File: config.mk
export PLATFORM = sky130hd
export DESIGN_NAME = reset_sequencer
export DESIGN_NICKNAME = d
export VERILOG_FILES = /design/src/rtl/rst_seq_pkg.sv /design/src/rtl/rst_seq_cnt.sv /design/src/rtl/reset_sequencer.sv
export SDC_FILE = /design/constraint.sdc
export NUM_CORES = 1
export LEC_CHECK = 0
export BUFFER_PORTS_ARGS = -buffer_cell sky130_fd_sc_hd__buf_4
export CAP_MARGIN = 25
export CORE_UTILIZATION = 50
export DETAILED_ROUTE_END_ITERATION = 7
export PLACE_DENSITY = 0.69
export SETUP_SLACK_MARGIN = 0.02
export SKIP_CTS_REPAIR_TIMING = 1
export SLEW_MARGIN = 40
export SYNTH_ARGS = -nofsm -noshare
export SYNTH_HDL_FRONTEND = slang
export SYNTH_SLANG_ARGS = --single-unit
File: constraint.sdc
create_clock -name clk -period 2.4 [get_ports clk]
set_input_delay 0.24 -clock clk [delete_from_list [all_inputs] [get_ports clk]]
set_output_delay 0.24 -clock clk [all_outputs]
set_load 0.01 [all_outputs]
File: src/rtl/rst_seq_pkg.sv
// Shared types and default sizing for the reset sequencer.
package rst_seq_pkg;

    // Sequencer states: hold all, walk stages, all up, retries exhausted.
    typedef enum logic [1:0] {
        ST_ASSERT = 2'd0,
        ST_WAIT   = 2'd1,
        ST_DONE   = 2'd2,
        ST_FAIL   = 2'd3
    } seq_state_t;

    localparam int DEF_N_STAGE   = 4;
    localparam int DEF_CNT_W     = 16;
    localparam int DEF_HOLD      = 16;
    localparam int DEF_TIMEOUT   = 1024;
    localparam int DEF_MAX_RETRY = 3;

endpackage

File: src/rtl/rst_seq_cnt.sv
// Shared hold/timeout counter: clear beats enable, terminal compare is a
// runtime value so one counter serves both the hold and the per-stage wait.
module rst_seq_cnt
    import rst_seq_pkg::*;
#(
    parameter int CNT_W = DEF_CNT_W
) (
    input  logic             clk,
    input  logic             rst,
    input  logic             clr,
    input  logic             en,
    input  logic [CNT_W-1:0] term,
    output logic [CNT_W-1:0] cnt,
    output logic             hit
);

    // Count up while enabled; any clear returns to zero.
    always_ff @(posedge clk) begin
        if (rst || clr)
            cnt <= '0;
        else if (en)
            cnt <= cnt + 1'b1;
    end

    assign hit = (cnt == term);

endmodule

File: src/rtl/reset_sequencer.sv
// Releases per-stage resets one at a time in index order, waiting for each
// stage's ready before releasing the next. Re-runs on lock loss or soft reset.
// Build option: RST_SEQ_TIMEOUT_EN adds the per-stage watchdog, retry counter
// and sticky FAIL state; without it WAIT waits forever and the fail/retry
// outputs are tied low.
module reset_sequencer
    import rst_seq_pkg::*;
#(
    parameter int N_STAGE        = DEF_N_STAGE,
    parameter int CNT_W          = DEF_CNT_W,
    parameter int HOLD_CYCLES    = DEF_HOLD,
    parameter int TIMEOUT_CYCLES = DEF_TIMEOUT,
    parameter int MAX_RETRY      = DEF_MAX_RETRY
) (
    input  logic                           clk,
    input  logic                           fpga_reset_i,
    input  logic                           soft_reset_i,
    input  logic [N_STAGE-1:0]             stage_ready_i,
    output logic [N_STAGE-1:0]             stage_reset_o,
    output logic                           seq_done_o,
    output logic                           seq_fail_o,
    output logic [$clog2(MAX_RETRY+1)-1:0] retry_cnt_o
);

    localparam int               IW        = (N_STAGE > 1) ? $clog2(N_STAGE) : 1;
    localparam logic [IW-1:0]    LAST_IDX  = IW'(N_STAGE - 1);
    localparam logic [CNT_W-1:0] HOLD_TERM = CNT_W'(HOLD_CYCLES - 1);
`ifdef RST_SEQ_TIMEOUT_EN
    localparam int               RW        = $clog2(MAX_RETRY + 1);
    localparam logic [RW-1:0]    RETRY_MAX = RW'(MAX_RETRY);
    localparam logic [CNT_W-1:0] TMO_TERM  = CNT_W'(TIMEOUT_CYCLES - 1);
`else
    localparam int               unused_tmo = TIMEOUT_CYCLES;
`endif

    seq_state_t       state;
    logic [IW-1:0]    idx;
    logic [CNT_W-1:0] cnt;
    logic [CNT_W-1:0] cnt_term;
    logic             cnt_hit, cnt_clr, cnt_en;
    logic             ready_cur, hold_done, stage_ok, tmo, lock_lost;

    // Decode the events that move the FSM; any of them restarts the counter.
    always_comb begin
        ready_cur = stage_ready_i[idx];
        hold_done = (state == ST_ASSERT) && cnt_hit;
        stage_ok  = (state == ST_WAIT) && ready_cur;
        lock_lost = (state == ST_DONE) && !(&stage_ready_i);
`ifdef RST_SEQ_TIMEOUT_EN
        tmo       = (state == ST_WAIT) && !ready_cur && cnt_hit;
        cnt_term  = (state == ST_ASSERT) ? HOLD_TERM : TMO_TERM;
        cnt_en    = (state == ST_ASSERT) || (state == ST_WAIT);
`else
        // No watchdog: let the WAIT count saturate at all-ones so it never wraps.
        tmo       = 1'b0;
        cnt_term  = (state == ST_ASSERT) ? HOLD_TERM : '1;
        cnt_en    = (state == ST_ASSERT) || ((state == ST_WAIT) && !cnt_hit);
`endif
        cnt_clr   = soft_reset_i | hold_done | stage_ok | tmo | lock_lost;
    end

    rst_seq_cnt #(.CNT_W(CNT_W)) u_cnt (
        .clk  (clk),
        .rst  (fpga_reset_i),
        .clr  (cnt_clr),
        .en   (cnt_en),
        .term (cnt_term),
        .cnt  (cnt),
        .hit  (cnt_hit)
    );

    // Sequencer FSM with registered reset vector, done/fail flags and retries.
    always_ff @(posedge clk) begin
        if (fpga_reset_i || soft_reset_i) begin
            state         <= ST_ASSERT;
            idx           <= '0;
            stage_reset_o <= '1;
            seq_done_o    <= 1'b0;
`ifdef RST_SEQ_TIMEOUT_EN
            seq_fail_o    <= 1'b0;
            retry_cnt_o   <= '0;
`endif
        end else begin
            case (state)
                ST_ASSERT: begin
                    stage_reset_o <= '1;
                    if (hold_done) begin
                        state         <= ST_WAIT;
                        idx           <= '0;
                        stage_reset_o <= ~N_STAGE'(1);
                    end
                end
                ST_WAIT: begin
                    if (ready_cur) begin
                        if (idx == LAST_IDX) begin
                            state      <= ST_DONE;
                            seq_done_o <= 1'b1;
                        end else begin
                            idx           <= idx + 1'b1;
                            stage_reset_o <= stage_reset_o & ~(N_STAGE'(2) << idx);
                        end
                    end
`ifdef RST_SEQ_TIMEOUT_EN
                    else if (tmo) begin
                        stage_reset_o <= '1;
                        idx           <= '0;
                        if (retry_cnt_o < RETRY_MAX) begin
                            retry_cnt_o <= retry_cnt_o + 1'b1;
                            state       <= ST_ASSERT;
                        end else begin
                            state      <= ST_FAIL;
                            seq_fail_o <= 1'b1;
                        end
                    end
`endif
                end
                ST_DONE: begin
                    if (lock_lost) begin
                        state         <= ST_ASSERT;
                        idx           <= '0;
                        stage_reset_o <= '1;
                        seq_done_o    <= 1'b0;
`ifdef RST_SEQ_TIMEOUT_EN
                        retry_cnt_o   <= '0;
`endif
                    end
                end
                default: begin
                    // FAIL: park with everything held until a reset request.
                    stage_reset_o <= '1;
`ifdef RST_SEQ_TIMEOUT_EN
                    seq_fail_o    <= 1'b1;
`endif
                end
            endcase
        end
    end

`ifndef RST_SEQ_TIMEOUT_EN
    assign seq_fail_o  = 1'b0;
    assign retry_cnt_o = '0;
`endif

endmodule
* Yosys cells after proc, flatten, opt, wreduce, memory -nomap -nowiden
Index checks and enable logic that the tools add are counted.
Word-level totals: logic and storage cells 61, input bits 7, register bits after elaboration 25, output and inout port bits 8
Operators by class: equality and inequality tests 9, reduce and logical (&&, ||, !) cells 17, bitwise logic cells 5, muxes and demuxes 21, shift-type cells 1, add/sub/neg operators 2, order comparisons 1
Operator list (count):
- adder 16 x 1 -> 16 bit (second input constant) | 1
- == test 16 bit | 1
- 2-to-1 mux 16 bit | 1
- 2-to-1 mux 2 bit | 7
- 2-to-1 mux 4 bit | 3
- case mux 2 bit (3 select lines) | 2
- case mux 4 bit (3 select lines) | 1
- AND reduction 5 bit | 2
- != test 2 bit (second input constant) | 4
- AND reduction 4 bit | 2
- 2-to-1 mux 1 bit | 5
- AND 4 bit | 1
- == test 2 bit (second input constant) | 2
- logical AND 1 bit | 4
- NOT 4 bit | 1
- left shift 2 x 2 -> 4 bit (first input constant) | 1
- logical OR 1 bit | 3
- < comparator 2 x 3 -> 1 bit (second input constant) | 1
- bitwise OR 1 bit | 3
- AND reduction 3 bit | 1
- nonzero test 3 bit | 1
- adder 2 x 1 -> 2 bit (second input constant) | 1
- binary-select mux 1 bit (select 2 bit) | 1
- == test 2 x 1 -> 1 bit (second input constant) | 1
- 5 further kinds | 6

* Depth between registers and ports, before layout
Gate-level depths: netlist of run 1.
depth after elaboration 8, mapped depth 7, depth with buffers taken out 7

* Cells and area by module
A second synthesis of run 1 with hierarchy kept.
Unflattened totals: cell total of the unflattened synthesis 179, area, all modules 1550.2 um^2
By module, submodules not included:
- rst_seq_cnt | seq. area each 320.3 um^2, cells an instance 104, instances 1, area an instance 905.9 um^2
- reset_sequencer | seq. area each 180.2 um^2, cells an instance 75, instances 1, area an instance 644.4 um^2

* Least setup slack after synthesis of run 1
Ideal clock, no wire load.
kind register to register, start register state[0], end register u_cnt.cnt[13], clock period less this slack 1.877 ns, setup time 0.123 ns, path slack 0.523 ns, required time 2.277 ns, arrival 1.754 ns, cell stages (with the launch flop) 8, cell sequence dfxtp_1 inv_1 ha_1 and3b_1 nand4_1 o211a_1 o21ai_0 mux2_1
Between the ends: word-level cells in the longest chain between the ends 8
RTL lines:
- start, declared | RTL line reset_sequencer.sv:36 | seq_state_t state;
- start signal, assigned | RTL line reset_sequencer.sv:75 | state <= ST_ASSERT;
- start signal, assigned | RTL line reset_sequencer.sv:88 | state <= ST_WAIT;
- start signal, assigned | RTL line reset_sequencer.sv:96 | state <= ST_DONE;
- logical NOT 2 bit | RTL line reset_sequencer.sv:46, reset_sequencer.sv:56, reset_sequencer.sv:57
- 2-to-1 mux 16 bit | RTL line reset_sequencer.sv:56 | cnt_term = (state == ST_ASSERT) ? HOLD_TERM : '1;
- == test 16 bit | RTL line rst_seq_cnt.sv:25 | assign hit = (cnt == term);
- logical AND 1 bit | RTL line reset_sequencer.sv:46 | hold_done = (state == ST_ASSERT) && cnt_hit;
- bitwise OR 1 bit (3 in series) | RTL line reset_sequencer.sv:59 | cnt_clr = soft_reset_i | hold_done | stage_ok | tmo | lock_lost;
- logical OR 1 bit | RTL line rst_seq_cnt.sv:19 | if (rst || clr)
- end signal, assigned | RTL line rst_seq_cnt.sv:22 | cnt <= cnt + 1'b1;
- end, declared | RTL line rst_seq_cnt.sv:13 | output logic [CNT_W-1:0] cnt,
Several ways; a longest one is shown, not always the timed one. A chain may end at the register's enable or synchronous reset.

* Worst setup path after layout of run 1
start register idx[1], end register u_cnt.cnt[9]
Between the ends: word-level cells in the longest chain between the ends 6
RTL lines:
- start, declared | RTL line reset_sequencer.sv:37 | logic [IW-1:0] idx;
- start signal, assigned | RTL line reset_sequencer.sv:99 | idx <= idx + 1'b1;
- binary-select mux 1 bit (select 2 bit) | RTL line reset_sequencer.sv:45 | ready_cur = stage_ready_i[idx];
- 2-to-1 mux 1 bit (implied by the code) | RTL line reset_sequencer.sv:45
- logical AND 1 bit | RTL line reset_sequencer.sv:47 | stage_ok = (state == ST_WAIT) && ready_cur;
- bitwise OR 1 bit (2 in series) | RTL line reset_sequencer.sv:59
- logical OR 1 bit | RTL line rst_seq_cnt.sv:19
No other way between the ends. The select of a mux whose other input is x is not followed.

==> results.yml, run 1 <==
setup_path:
  cp-end-kind: "flip-flop"
  crit_path_max_fanout: 14
  rrSetupSlack_ps: 170
  worst_setup_path_start_kind: "flip-flop"
  worstSetupPathType: "flip-flop to flip-flop"
  cp.required_ps: 2660
  arrival_ps: 2490
drt:
  drt-initial-drc-count: 55
  detail_route.vias_per_cell: 5.75
  via_count: 1358
  wl_um: 3460
  first_pass_iters: 4
  post-route-drc-count: 0
  ant_nets: 0
  post_drt_wl_per_cell_um: 14.6
final_layout:
  diodes: 0
  fillers: 271
  fin_cells: 236
  fin_nets: 209
  seq_area_sq_um: 500
  drive_above_1_share_pct: 17.7
  area_delta_synth_final_pct: 9.81
  final_util_pct: 57.8
  multi_input_area_sq_um: 1030
place:
  port_buffers: 11
  placed_cells: 232
  dp_slack_ps: 225
  routabilityCongestion: 0.909
  dpl.hpwl_um: 2630
floorplan:
  die_area_sq_um: 3420
  die_y_um: 58.5
  initial_core_util_pct: 52.6
  core_area_sq_um: 3030
  die_w_um: 58.5
  rows: 20
  io_pins: 15
flow_run:
  maxCapViolCount: 0
grt:
  top_usage_layer: "met2"
  grt_max_degree: 16
  overflow: 0
  met2_usage_pct: 38.9
  grt_pass1_vias: 1335
  antenna_found_initial: 0
  grt_pass1_wl_um: 5820
  met1_usage_pct: 25.6
  track_usage_pct: 22.0
  met3_usage_pct: 5.05
timing:
  hold_viol: 0
  min_period_ps: 2230
  rsz0062_at_grt: "no"
  setup_viol: 0
  fin_ws_ps: 175
  tns_ps: 0
  finClkSkew_ps: 18.0
  hold_ws_ps: 179
  tightest_slew_ps: 550
  drv_slew: 0
  fmax_mhz: 449
  relSlewSlack_pct: 63.3
  period_share_pct: 92.7
synthesis:
  synth_area_per_cell_sq_um: 8.96
  ys_seq_area_share_pct: 31.4
  synth.area.top_cells: "dfxtp_1, ha_1, nand2_1"
  yosys_warnings: 0
  yosysMostFrequentCell: "dfxtp_1"
  synth_top_area_cell: "dfxtp_1"
  synth_commonest_cells: "dfxtp_1, nand2_1, nor2_1"
  yosys.area.top_type_share_pct: 31.4
  syn_inst: 178
  synth-edff-count: 0
  async_flop_share_pct: 0
  synthDistinctLibCells: 50
  synthFlopType: "dfxtp_1"
  synth-seq-cells: 25
  syn_area_sq_um: 1590
outcome:
  outcome: "completed"
clocking:
  clkSlewWorstSetupHoldPaths_ps: 160
  cts.sinks: 25
  clk_latency_ps: 340
  htree_levels: 1
  clock_path_buffers: 2
  cts_buffers: 3
  cts_root_buf: "clkbuf_4"
  cts_tree: "built"
power_and_ir_drop:
  p_leak_nw: 0.721
  p_per_area_nw_per_um2: 377
  peakVddDrop_v: 0.000230
min_path:
  worstHoldPathType: "input port to flip-flop"
[stage by stage]
stage,power [mW],instance area [sq um]
floorplan,0.454,1600
global placement,0.461,1720
detailed placement,0.463,1720
CTS,0.669,1750
global route,0.689,1750
finish,0.660,1750
[routing by layer]
metal / share of wire [%] / vias up
li1: - / 669
met3: 2.7 / 6
met4: 1.6 / 0
met2: 50 / 26
met1: 45 / 657
met5: 0 / -
[layout make-up]
| type | instances | area share [%] |
|---|---|---|
| Timing Repair Buffer | 14 | 6.00 |
| Clock inverter | 1 | 0.429 |
| Tap cell | 44 | 3.15 |
| Inverter | 9 | 1.93 |
| Sequential cell | 25 | 28.6 |
| Clock buffer | 3 | 1.29 |
| Multi-Input combinational cell | 140 | 58.6 |
[critical path, cell delays in order, from the launching register on]
cell	delay, ps
dfxtp_1	460
mux4_2	550
a221o_1	580
or3_1	420
mux2i_1	140
[power by group]
part	switching [mW]	leakage [nW]	internal, mW
Combinational	0.0192	0.506	0.0164
Clock	0.142	0.0139	0.0639
Sequential	0.00163	0.202	0.417
[flip-flops by register name, summed over array words and instances (netlist names)]
signal         flops
u_cnt.cnt         16
stage_reset_o      4
idx                2
state              2
seq_done_o         1
[cell usage in the layout, fill, tap and decap left out, drive strengths merged, types with 6 or more instances in the layout]
| cell type | count |
|---|---|
| mux2i | 6 |
| o21ai | 6 |
| nor2 | 13 |
| dfxtp | 25 |
| buf | 14 |
| ha | 9 |
| nand4 | 7 |
| nand2 | 19 |
| a21o | 6 |
| nand3 | 6 |
| a21oi | 6 |
| inv | 9 |
[final timing paths]
| path | from | end | cells after the start |
|---|---|---|---|
| worst max-delay path | idx[1] | u_cnt.cnt[9] | 4 |
| worst min-delay path | fpga_reset_i | stage_reset_o[0] | 3 |
| worst max register to register | idx[1] | u_cnt.cnt[9] | 4 |
| worst min register to register | stage_reset_o[1] | stage_reset_o[1] | 1 |
[logic make-up (layout without fill, tap and decap cells)]
| family | Yosys count | count (layout) | synth area share (%) |
|---|---|---|---|
| xor+xnor | 4 | 4 | 2.20 |
| other cells | 1 | 3 | 0.235 |
| mux | 11 | 11 | 8.01 |
| simple gates | 78 | 78 | 30.8 |
| fa+ha+maj | 9 | 9 | 7.06 |
| buf+inv | 15 | 27 | 4.71 |
| compound gates | 35 | 35 | 15.5 |
| flops | 25 | 25 | 31.4 |
(Power assumes the default switching activity.)
==> run 2, diff against run 1 <==
--- a/config.mk
+++ b/config.mk
@@ -5,8 +5,8 @@
 export SDC_FILE = /design/constraint.sdc
 export NUM_CORES = 1
 export LEC_CHECK = 0
+export ABC_AREA = 1
 export BUFFER_PORTS_ARGS = -buffer_cell sky130_fd_sc_hd__buf_4
-export CAP_MARGIN = 25
 export CORE_UTILIZATION = 50
 export DETAILED_ROUTE_END_ITERATION = 7
 export PLACE_DENSITY = 0.69
==> run 2 against run 1 <==
  * Maximum frequency up 13%
  * Total power fell by 2.9%
  * Flip-flop and latch count unchanged
  * Die area rose by 4.5%
  * Register-to-register slack better by 250 ps
  * Clock-buffer cell count rose by 1
  * Synthesized area grew 4.6%
  * Global-route usage shrank 1.2 points
  * Sequential share of layout area fell by 0.44 points
  * Worst hold slack got worse by 2.4 ps
  * Via count is 7.7% higher
  * Largest cell class unchanged
==> results.yml, run 2 <==
outcome:
  outcome: "completed"
clocking:
  cts_tree: "built"
  clkSlewWorstSetupHoldPaths_ps: 140
  clk_latency_ps: 320
  clock_path_buffers: 2
  cts.sinks: 25
  cts_root_buf: "clkbuf_4"
  cts_buffers: 3
  htree_levels: 1
place:
  port_buffers: 11
  placed_cells: 291
  dpl_cell_area_sq_um: 1750
  dpl.hpwl_um: 2420
  dp_slack_ps: 234
  routabilityCongestion: 0.851
drt:
  post-route-drc-count: 0
  wl_um: 3220
  ant_nets: 0
  drt-initial-drc-count: 77
  post_drt_wl_per_cell_um: 10.9
  detail_route.vias_per_cell: 4.96
  first_pass_iters: 4
  via_count: 1462
final_layout:
  top_register: "u_cnt.cnt"
  area_delta_synth_final_pct: 6.60
  drive_above_1_share_pct: 14.3
  final_util_pct: 57.3
  reg.largest.list: "u_cnt.cnt (16), stage_reset_o (4)"
  fin_cells: 295
  final_area_sq_um: 1780
  largest_reg_flops: 16
  final_cell_mix: "nand2_1, inv_1, nor2_1"
  fin_nets: 268
  diodes: 0
  layout_commonest_cell: "nand2_1"
power_and_ir_drop:
  pwr-share-seq_pct: 65.2
  p_leak_nw: 0.703
  comb_power_share_pct: 4.5
  switching_share_pct: 23.1
  peakVddDrop_v: 0.000150
  p_per_area_nw_per_um2: 361
  total_power_uw: 641
  pwr-share-clk_pct: 30.2
  p_sw_uw: 148
  intPower_uw: 493
timing:
  setup_viol: 0
  drv_slew: 0
  hold_viol: 0
  period_share_pct: 82.4
  fmax_mhz: 506
  finClkSkew_ps: 3.61
  rsz0062_at_grt: "no"
  hold_ws_ps: 176
  fin_ws_ps: 423
  tns_ps: 0
  min_period_ps: 1980
synthesis:
  synth_top_family_by_area: "simple AND/OR/NAND/NOR gates"
  yosys_warnings: 0
  synth_top_area_cell: "dfxtp_1"
  synth-edff-count: 0
  synth_compound_gate_area_share_pct: 10.5
  yosys.area.top_type_share_pct: 30.0
  synthDistinctLibCells: 30
  ys_seq_area_share_pct: 30.0
  synthFlopType: "dfxtp_1"
  synth_xor_area_share_pct: 7.35
  yosysMostFrequentCell: "nand2_1"
  yosys.area_share.simple_pct: 34.7
  synth_commonest_cells: "nand2_1, inv_1, nor2_1"
  syn_area_sq_um: 1670
  synth_adder_area_share_pct: 6.75
  synth_area_per_cell_sq_um: 6.89
  syn_inst: 242
  synth.area.top_cells: "dfxtp_1, nand2_1, nand3_1"
  async_flop_share_pct: 0
  muxShareOfSynthArea_pct: 0
  synth-seq-cells: 25
setup_path:
  crit_path_max_fanout: 16
  arrival_ps: 2240
  worstSetupPathType: "flip-flop to flip-flop"
  cp_top_family: "simple AND/OR/NAND/NOR gates"
  worst_setup_path_start_kind: "flip-flop"
  crit_buf_inv: 2
  cp.required_ps: 2660
  cp-end-kind: "flip-flop"
  max_stage_delay_ps: 440
  critical_path.cell_chain: "inv_1, ha_1, inv_2, nor2_1, nand3_1, nand2_2, nand2_4, nor2_2, or2_2, a21oi_1"
  cpMaxStageDelayCell: "or2_2"
min_path:
  worstHoldPathType: "input port to flip-flop"
grt:
  grt_max_degree: 17
  antenna_found_initial: 0
  grt_pass1_vias: 1285
  overflow: 0
  track_usage_pct: 20.8
  grt_pass1_wl_um: 5690
floorplan:
  die_w_um: 59.8
  initial_core_util_pct: 53.8
  io_pins: 15
  rows: 20
  core_area_sq_um: 3100
  die_y_um: 59.8
  die_area_sq_um: 3570
flow_run:
  maxCapViolCount: 0
## run 2: power groups by stage
| stage | logic, mW | registers (mW) | clock network [mW] |
|---|---|---|---|
| after global placement | 0.0288 | 0.427 | 0 |
| after detailed placement | 0.0289 | 0.427 | 0 |
| after CTS | 0.0290 | 0.418 | 0.197 |
| after global routing | 0.0333 | 0.419 | 0.217 |
| after floorplan | 0.0253 | 0.427 | 0 |
| final | 0.0290 | 0.418 | 0.194 |
## run 2: logic make-up after synthesis
family | count (synthesis)
compound gates | 26
xor+xnor | 14
fa+ha+maj | 9
buf+inv | 37
flops | 25
other cells | 1
simple gates | 130
## run 2: tightest hold or removal path: stages
cell and delay [ps]:
buf_4 80, nor2_2 60, o211ai_1 90
## run 2: area by class of cell
cell class / count / area (sq um)
clock buffers: 4 / 26.3
fillers: 323 / 1330
inverters: 28 / 105
multi-input cells: 182 / 1000
flip-flops and latches: 25 / 500
well taps: 44 / 55.1
repair buffers: 12 / 90.1
## run 2: final timing paths
| path | startpoint | endpoint | slack [ps] | cells past startpoint |
|---|---|---|---|---|
| setup / recovery | state[0] | u_cnt.cnt[12] | 420 | 10 |
| hold / removal | fpga_reset_i | stage_reset_o[0] | 180 | 3 |
| setup reg to reg | state[0] | u_cnt.cnt[12] | 420 | 10 |
| hold reg to reg | stage_reset_o[3] | stage_reset_o[3] | 470 | 2 |
## run 2: metal layers
layer	GRT usage, %	wire length (um)	vias to the layer above
met5	0	0	-
met4	5.98	41	0
met3	2.60	154	5
met2	32.4	1330	37
met1	29.8	1690	639
li1	-	-	781
==> run 3, diff against run 2 <==
==> constraint.sdc (replaced) <==
create_clock -name clk -period 2 [get_ports clk]
set_input_delay 0.2 -clock clk [delete_from_list [all_inputs] [get_ports clk]]
set_output_delay 0.2 -clock clk [all_outputs]
set_load 0.01 [all_outputs]
==> run 3 against run 2 <==
  * Die area did not move
  * Utilization rose by 1.5 points
  * Worst hold slack got worse by 31 ps
  * Global-route usage rose by 1.4 points
  * Sequential power rose by 20%
  * Non-clock buffer count rose by 3
  * Critical path type unchanged
==> results.yml, run 3 (synthesized netlist as in run 2, its figures left out) <==
outcome:
  outcome: "completed"
timing:
  period_share_pct: 88.5
  hold_viol: 0
  drv_slew: 0
  setup_viol: 0
  min_period_ps: 1770
  fin_ws_ps: 230
  tns_ps: 0
  finClkSkew_ps: 1.91
  rsz0062_at_grt: "no"
  fmax_mhz: 565
floorplan:
  core_area_sq_um: 3100
  rows: 20
  initial_core_util_pct: 53.8
  die_w_um: 59.8
  die_y_um: 59.8
  io_pins: 15
  die_area_sq_um: 3570
drt:
  drt-initial-drc-count: 49
  ant_nets: 0
  wl_um: 3450
  via_count: 1492
  detail_route.vias_per_cell: 5.01
  post_drt_wl_per_cell_um: 11.6
  first_pass_iters: 4
  post-route-drc-count: 0
setup_path:
  max_stage_delay_ps: 360
  critical_path.cell_chain: "inv_1, ha_1, nand2_1, inv_1, nor2_1, nand2_1, inv_1, o21ai_0, nand2_1, inv_1, nand2_1"
  worstSetupPathType: "flip-flop to flip-flop"
  arrival_ps: 2000
  cpMaxStageDelayCell: "dfxtp_1"
  worst_setup_path_start_kind: "flip-flop"
  crit_path_max_fanout: 8
  cp-end-kind: "flip-flop"
  cp_top_family: "simple AND/OR/NAND/NOR gates"
  cp.required_ps: 2230
  crit_buf_inv: 4
  rrSetupSlack_ps: 230
place:
  dpl.hpwl_um: 2530
  dpl_cell_area_sq_um: 1790
  dp_slack_ps: 226
  port_buffers: 11
  placed_cells: 294
  routabilityCongestion: 0.904
min_path:
  worstHoldPathType: "input port to flip-flop"
final_layout:
  drive_above_1_share_pct: 15.7
  final_cell_mix: "nand2_1, inv_1, nor2_1"
  area_delta_synth_final_pct: 9.45
  fin_nets: 271
  reg.largest.list: "u_cnt.cnt (16), stage_reset_o (4)"
  layout_commonest_cell: "nand2_1"
  fillers: 313
  largest_reg_flops: 16
  top_register: "u_cnt.cnt"
  diodes: 0
  final_area_sq_um: 1830
  fin_cells: 298
grt:
  track_usage_pct: 22.2
  overflow: 0
  antenna_found_initial: 0
  grt_pass1_vias: 1371
  grt_pass1_wl_um: 5950
  grt_max_degree: 17
clocking:
  cts_buffers: 3
  clock_path_buffers: 2
  cts_tree: "built"
  clkSlewWorstSetupHoldPaths_ps: 130
  htree_levels: 1
  cts_root_buf: "clkbuf_4"
  clk_latency_ps: 320
  cts.sinks: 25
flow_run:
  maxCapViolCount: 0
power_and_ir_drop:
  p_leak_nw: 0.723
  total_power_uw: 770
  peakVddDrop_v: 0.000243
  p_per_area_nw_per_um2: 422
-- run 3: changes by cell type in the layout (fill, tap and decap cells not counted) --
| cell | before | now |
|---|---|---|
| ha_2 | 0 | 1 |
| nor3_2 | 0 | 1 |
| or2_2 | 2 | 1 |
| buf_12 | 0 | 1 |
| nand2_2 | 2 | 1 |
| or2_1 | 0 | 1 |
| nand2_4 | 2 | 3 |
| nor3_1 | 4 | 3 |
| buf_4 | 12 | 14 |
| ha_1 | 9 | 8 |
-- run 3: area by class of cell --
type,instances,area [sq um],area share [%]
Sequential cell,25,500,27.4
Clock buffer,4,26.3,1.44
Inverter,28,105,5.76
Tap cell,44,55.1,3.02
Multi-Input combinational cell,182,1010,55.5
Timing Repair Buffer,15,125,6.85
-- run 3: metrics by stage --
| stage | utilization [%] | hold WS [ps] |
|---|---|---|
| finish | 58.8 | 145 |
| global route | 58.8 | 139 |
| CTS | 58.4 | 129 |
| detailed placement | 57.6 | 454 |
| global placement | 57.6 | 448 |
| floorplan | - | 351 |
-- run 3: worst paths after layout --
check                                      start          endpoint  cells past startpoint
worst max-delay path                    state[1]  stage_reset_o[2]                     11
worst min-delay path                fpga_reset_i            idx[0]                      4
worst max register to register          state[1]  stage_reset_o[2]                     11
worst min register to register  stage_reset_o[3]  stage_reset_o[3]                      2
-- run 3: metal layers --
metal	global-route usage [%]	up-vias	share of wire (%)	wire length (um)
met1	30.8	669	50	1740
met3	2.60	5	3.4	117
li1	-	787	-	-
met5	0	-	0	0
met2	35.7	31	45	1550
met4	6.98	0	1.2	43
-- run 3: tightest hold or removal path, cell delays in order --
cell and delay (ps):
buf_4 80, nor2_2 60, nand2_1 70, nor2_1 30
-- run 3: power by group --
part	leakage [nW]	total [mW]	switching, mW	internal (mW)
Clock	0.0150	0.228	0.150	0.0780
Sequential	0.202	0.502	0.00159	0.500
Combinational	0.506	0.0400	0.0226	0.0174
Total	0.723	0.770	0.175	0.596
